--- src/rtl/serial_adder.sv ---
// serial_adder: bit-serial WIDTH-bit adder around one full_adder slice with a registered carry
//   full_adder  : in1, in2, cin -> sum, count (carry-out)
//   serial_adder: sys_clk, sys_rst (sync, active-high), start, in1[W], in2[W], cin
//                 -> busy, done (1-cycle pulse), sum[W], count (carry-out)
module full_adder (
  input  logic in1,
  input  logic in2,
  input  logic cin,
  output logic sum,
  output logic count
);
  assign sum   = in1 ^ in2 ^ cin;
  assign count = (in1 & in2) | (cin & (in1 ^ in2));
endmodule

module serial_adder #(
  parameter int WIDTH = 8
) (
  input  logic             sys_clk,
  input  logic             sys_rst,
  input  logic             start,
  input  logic [WIDTH-1:0] in1,
  input  logic [WIDTH-1:0] in2,
  input  logic             cin,
  output logic             busy,
  output logic             done,
  output logic [WIDTH-1:0] sum,
  output logic             count
);
  localparam int CW = $clog2(WIDTH + 1);
  localparam logic [CW-1:0] LAST = CW'(WIDTH - 1);
  typedef enum logic {IDLE, RUN} state_t;
  state_t r_state, w_next;
  logic [WIDTH-1:0] r_a, r_b, r_acc, r_sum, w_acc_next;
  logic [CW-1:0] r_cnt;
  logic r_carry, r_count, r_done, w_fa_sum, w_fa_count, w_last;
  full_adder u_fa (
    .in1  (r_a[0]),
    .in2  (r_b[0]),
    .cin  (r_carry),
    .sum  (w_fa_sum),
    .count(w_fa_count)
  );
  // New bit enters at the MSB so that after WIDTH shifts bit 0 sits at the LSB.
  generate
    if (WIDTH == 1) begin : g_one
      assign w_acc_next = w_fa_sum;
    end else begin : g_many
      assign w_acc_next = {w_fa_sum, r_acc[WIDTH-1:1]};
    end
  endgenerate
  assign w_last = r_cnt == LAST;
  always_ff @(posedge sys_clk) begin
    if (sys_rst) r_state <= IDLE;
    else r_state <= w_next;
  end
  always_comb begin
    w_next = r_state == IDLE ? (start ? RUN : IDLE) : (w_last ? IDLE : RUN);
  end
  always_comb begin
    busy = r_state == RUN;
  end
  always_ff @(posedge sys_clk) begin
    if (sys_rst) begin
      r_a     <= '0;
      r_b     <= '0;
      r_acc   <= '0;
      r_carry <= 1'b0;
      r_cnt   <= '0;
      r_sum   <= '0;
      r_count <= 1'b0;
      r_done  <= 1'b0;
    end else begin
      r_done <= 1'b0;
      if (r_state == IDLE && start) begin
        r_a     <= in1;
        r_b     <= in2;
        r_carry <= cin;
        r_cnt   <= '0;
        r_acc   <= '0;
      end else if (r_state == RUN) begin
        r_a     <= r_a >> 1;
        r_b     <= r_b >> 1;
        r_acc   <= w_acc_next;
        r_carry <= w_fa_count;
        r_cnt   <= r_cnt + 1'b1;
        if (w_last) begin
          r_sum   <= w_acc_next;
          r_count <= w_fa_count;
          r_done  <= 1'b1;
        end
      end
    end
  end
  assign done  = r_done;
  assign sum   = r_sum;
  assign count = r_count;
endmodule

--- config.mk ---
export PLATFORM = sky130hd
export DESIGN_NAME = serial_adder
export DESIGN_NICKNAME = d
export VERILOG_FILES = /design/src/rtl/serial_adder.sv
export SDC_FILE = /design/constraint.sdc
export NUM_CORES = 1
export LEC_CHECK = 0
export CAP_MARGIN = 30
export CORE_MARGIN = 3
export CORE_UTILIZATION = 45
export DETAILED_ROUTE_END_ITERATION = 8
export PLACE_DENSITY = 0.8
export SYNTH_ARGS = -nofsm -noshare
export SYNTH_HDL_FRONTEND = slang
export SYNTH_SLANG_ARGS = --single-unit
--- constraint.sdc ---
create_clock -name sys_clk -period 2.7 [get_ports sys_clk]
set_input_delay 0.54 -clock sys_clk [delete_from_list [all_inputs] [get_ports sys_clk]]
set_output_delay 0.54 -clock sys_clk [all_outputs]
set_load 0.05 [all_outputs]
==> results of run 1 <==
synthesized netlist by cell type:
| cell | instances |
|---|---|
| a21o_1 | 1 |
| a21oi_1 | 24 |
| and4b_1 | 1 |
| buf_1 | 1 |
| buf_12 | 1 |
| buf_2 | 5 |
| buf_4 | 2 |
| buf_6 | 2 |
| clkbuf_1 | 1 |
| dfxtp_1 | 39 |
| fa_1 | 1 |
| ha_1 | 1 |
| inv_1 | 1 |
| mux2_2 | 15 |
| mux2i_1 | 10 |
| nand2_1 | 49 |
| nand4_1 | 1 |
| nand4b_1 | 1 |
| nor2_1 | 13 |
| nor3_1 | 3 |
| xnor2_1 | 1 |
| xor2_1 | 2 |
final cells by class:
class | instances | area share, %
inverter | 1 | 0.191
clock inverter | 1 | 1.52
sequential | 39 | 39.6
timing repair buffer | 34 | 16.6
tap | 46 | 2.92
multi-input combinational | 123 | 37.0
clock buffer | 6 | 2.10
worst paths after layout:
path	start	end	slack [ps]	depth (start not counted)
setup / recovery	count	count	650	1
hold / removal	sum[6]	sum[6]	460	2
setup reg to reg	busy	r_acc[1]	1180	3
hold reg to reg	sum[6]	sum[6]	460	2
power breakdown:
part	leakage [nW]	total [W]	internal [W]	switching (W)
sequential	0.317	0.000607	0.000594	0.0000130
clock	0.0383	0.000371	0.000191	0.000180
combinational	0.385	0.000119	0.0000660	0.0000530
total	0.740	0.00110	0.000851	0.000246
sequential cells by signal, indices dropped and copies added (netlist names):
signal / count
r_acc: 7
count: 1
busy: 1
sum: 8
done: 1
r_cnt: 4
r_carry: 1
r_b: 8
r_a: 8
cells by family after synthesis:
| logic type | after synthesis |
|---|---|
| AOI/OAI and AO/OA | 25 |
| xor gates and xnor gates | 3 |
| adders and majority gates | 2 |
| buffers and inverters | 13 |
| DFF | 39 |
| muxes | 25 |
| and+or+nand+nor | 68 |
per-stage QoR:
stage | power [W] | util, % | cells | instance area (um2) | hold WS (ps)
2_1_floorplan | 0.000703 | - | 175 | 1600 | 429
3_3_place_gp | 0.000737 | 56.0 | 243 | 1900 | 441
3_5_place_dp | 0.000740 | 56.0 | 243 | 1900 | 448
4_1_cts | 0.00111 | 58.1 | 250 | 1970 | 464
5_1_grt | 0.00115 | 58.1 | 250 | 1970 | 489
6_report | 0.00110 | 58.1 | 250 | 1970 | 461
routing by layer:
metal	track usage [%]	part of all wire [%]
met3	5.13	4.2
met2	25.2	49
met1	17.6	45
met4	6.99	1.5
met5	0	0
==> metrics, run 1 <==
CTS tree yes; clk root buf clkbuf_4; mux share of post-synthesis cell area 16.8%; #FFs+latches synth 39; critical path peak fanout 2; synth warn 0; core footprint about 0.0034 mm2; GRT overflow 0; Post-Route WL 2900 um; # resized after CTS 0; Worst Skew 5.54 ps; Crit. End Element output pin; slowest stage delay, CP 810 ps; FILL cells 297; most common cell after layout, fill and taps aside nand2_1; share of cells above drive strength 1 12.7%; mapped cell area between 0.0015 and 0.002 mm2; TritonRoute pass-1 iters 4; Pwr Density around 560 mW/mm2; worst-case headroom to the max-slew limit 66.7%; CP delay by family, top buffers and inverters; Fin. Hold Viols 0; # hold bufs at CTS 0; area share of the largest cell type after synthesis 48.7%; leakage 0.740 nW; initial antenna violation count 0; TritonCTS Sinks 39; data required time of the worst path 2160 ps; dominant cell type by area after synthesis dfxtp_1; Clk Latency, worst-skew pair between 300 and 400 ps; slew of the pin with the lowest slew margin around 500 ps; Peak Freq around 490 MHz; Max clock buf depth 2; vias per cell 4.80; critical path, cell by cell clkdlybuf4s50_1; post-DR wirelength/cell 11.6 um; Bufs and invs on worst path 1; main combinational cell family by area after synthesis simple AND/OR/NAND/NOR gates; DR DRC count 0; setup ws final 654 ps; Synth Instances 175; most frequent cells in the layout nand2_1 (49), dfxtp_1 (39), clkdlybuf4s50_1 (29); area of the multi-input gates 728 um2; # setup viols final 0; Initial Util 47.3%; Post-Synth Adder-Cell Area approximately 2.0%; chip width between 60 and 70 um; Crit-path slowest cell clkdlybuf4s50_1; RSZ-0062 raised after global routing no; setup TNS 0 ps; FF/Latch Area 781 um2; cell row count 21; Antenna Nets Post-Route 0; maxcap violations 0; dpl ws 818 ps; post-synth net total 197; DIE AREA 0.00431 mm2; # IOs 31; CP Data Arrival Time 1510 ps; postcts setup bufs 0; compound-gate portion of the synthesized area 7.96%; status complete, no violations; Clock Pin Slew Worst Setup and Hold Paths ~110 ps; Post-Synth Simple-Gate Area 17.0%; xor and xnor area share after synthesis 1.64%; layout net count 226; htree depth 2; kind of critical path register to output pin; area delta synth->final 22.9%; vias in the first global route ~1200; top cells by area, synth dfxtp_1 (49%), nand2_1 (11%), mux2_2 (11%), a21oi_1 (7.5%), mux2i_1 (6.2%); period utilization 75.8%; final slew viol count 0; Final GP Congestion 0.752; diode count 0; via count approximately 1200; largest net degree at the start of global routing 20; Iteration-0 DRC Markers about 130; Startpoint Class register; Synth cell types 22; total track usage 15.2%; syn avg cell area around 9.2 um2; crit path time final approximately 2000 ps; first-pass GRT wire length 4930 um; die height 65.7 um; Max VDD drop between 0.3 and 0.4 mV; total CTS buffers 5; sequential area share after synthesis 48.7%; Worst Hold Class register to register; I/O Buffers 30
Power figures use the tool's default switching activity.
==> run 2: changes to the inputs <==
- clock period: 2.7 -> 2.1 ns (I/O delays scaled with it)
==> run 2 against run 1 <==
Compared with the run above: routed wire length decreased by 3.4%; flip-flop and latch count unchanged; sequential share of layout area decreased by 0.84 points; cell count increased by 0.40%; register-to-register slack got worse by 630 ps; via count increased by 0.17%; core utilization increased by 1.3 points; first-iteration DRC count decreased by 49%; critical path depth unchanged; critical path type unchanged.
==> metrics, run 2 (synthesized netlist as in run 1, its figures left out) <==
Max clock buf depth 2 (unchanged); Worst Hold Class register to register; DR DRC count 0 (unchanged); metal3 WL 102 um (-16%); Crit-path slowest cell clkdlybuf4s50_1; Antenna Nets Post-Route 0 (unchanged); leakage 0.759 nW (+2.4%); area delta synth->final 25.5%; # IOs 31 (unchanged); RSZ-0062 raised after global routing no; total CTS buffers 5 (unchanged); vias per cell 4.78 (-0.23%); htree depth 2 (unchanged); Fin. Hold Viols 0 (unchanged); final slew viol count 0 (unchanged); Startpoint Class register; most frequent cells in the layout nand2_1 (49), dfxtp_1 (39), clkdlybuf4s50_1 (29); # setup viols final 0 (unchanged); Min-Delay Path Depth 2 (unchanged); worst-case headroom to the max-slew limit 67.1% (+0.42 points); uppermost routed layer met3; # hold bufs at CTS 0 (unchanged); Layout Cells excl Fill 251 (+0.40%); Post-Route WL 2800 um (-3.4%); data required time of the worst path 1680 ps (-480 ps); FF/Latch Area 781 um2 (unchanged); hpwl dp around 1800 um; postcts setup bufs 0 (unchanged); first-pass GRT wire length 4710 um (-4.3%); I/O Buffers 30 (unchanged); total track usage 14.2% (-1.0 points); met2 wire len 1330 um (-6.4%); chip width 65.7 um (unchanged); FILL cells 304 (+2.4%); critical path peak fanout 2 (unchanged); via count 1201 (+0.17%); Final GP Congestion 0.722 (-4.0%); hold slack 454 ps (-6.91 ps); WHS Endpoint r_a[2]; layout net count 226 (unchanged); CP Data Arrival Time 1510 ps (about the same); die height 65.7 um (unchanged); largest net degree at the start of global routing 29 (+45%); period utilization between 90 and 100%; cell row count 21 (unchanged); HP Start r_a[3]; share of cells above drive strength 1 13.2% (+0.43 points); Bufs and invs on worst path 1 (unchanged); kind of critical path register to output pin; CTS tree yes; area of the multi-input gates 728 um2 (unchanged); slowest stage delay, CP 810 ps (about the same); Clk Latency, worst-skew pair 340 ps (about the same); most common cell after layout, fill and taps aside nand2_1; diode count 0 (unchanged); Initial Util 47.3% (unchanged); core footprint 0.00339 mm2 (unchanged); post-DR wirelength/cell 11.1 um (-3.8%); initial antenna violation count 0 (unchanged); crit path time final 1930 ps; TritonCTS Sinks 39 (unchanged); DIE AREA 0.00431 mm2 (unchanged); TritonRoute pass-1 iters 4 (unchanged); Worst R2R End r_acc[7]; critical path, cell by cell clkdlybuf4s50_1; setup TNS 0 ps (unchanged); slew of the pin with the lowest slew margin 492 ps (-6.22 ps); wl on met1 1370 um (+4.4%); Iteration-0 DRC Markers 64 (-49%); maxcap violations 0 (unchanged); Worst Skew 9.90 ps (+4.36 ps); Max VDD drop 0.474 mV (+24%); Cells after DPL 243 (unchanged); Post-DP Area 0.00191 mm2 (+0.66%); reg2reg path depth 3 (unchanged); clk root buf clkbuf_4; R2R Setup Slk 550 ps (-630 ps); Clock Pin Slew Worst Setup and Hold Paths 120 ps (about the same); fin area 0.00201 mm2 (+2.2%); Peak Freq 519 MHz; Pwr Density 769 mW/mm2 (+38%); Crit. End Element output pin; vias in the first global route 1128 (-2.0%); Critical R2R Launch busy; status complete, no violations; CP delay by family, top buffers and inverters; # resized after CTS 0 (unchanged); GRT overflow 0 (unchanged)
run 2: cell types whose count changed in the layout (fill, tap and decap cells not counted):
cell,change
bufinv_16,+1
buf_4,-1
buf_12,+1
run 2: worst max path at each step:
stage | startpoint | end | slack [ps] | cells after the start
floorplan | busy | count | 670 | 4
global placement | start | r_carry | 340 | 5
detailed placement | start | r_b[4] | 320 | 5
CTS | count | count | 140 | 1
global route | count | count | 110 | 1
finish | count | count | 170 | 1
run 2: power by group:
group	switching [W]	leakage (nW)	internal (W)
clock network	0.000238	0.0525	0.000372
logic	0.0000683	0.389	0.0000883
registers	0.0000175	0.317	0.000764
run 2: layout make-up:
| type | instances | share of cell area (%) |
|---|---|---|
| clock inverter | 2 | 2.99 |
| clock buffer | 6 | 2.05 |
| tap | 46 | 2.86 |
| multi-input combinational | 123 | 36.2 |
| sequential | 39 | 38.8 |
| timing repair buffer | 34 | 16.9 |
| inverter | 1 | 0.187 |
run 2: per-stage QoR:
step	util (%)	total power, W	setup slack, ps
CTS	59.4	0.00157	142
global route	59.4	0.00161	106
floorplan	-	0.000904	670
global placement	56.4	0.000952	345
detailed placement	56.4	0.000955	318
finish	59.4	0.00155	174
run 2: routing by layer:
metal	GRT usage [%]	up-vias
met3	4.10	0
met5	0	-
met4	6.22	0
li1	-	631
met2	24.2	23
met1	16.3	547
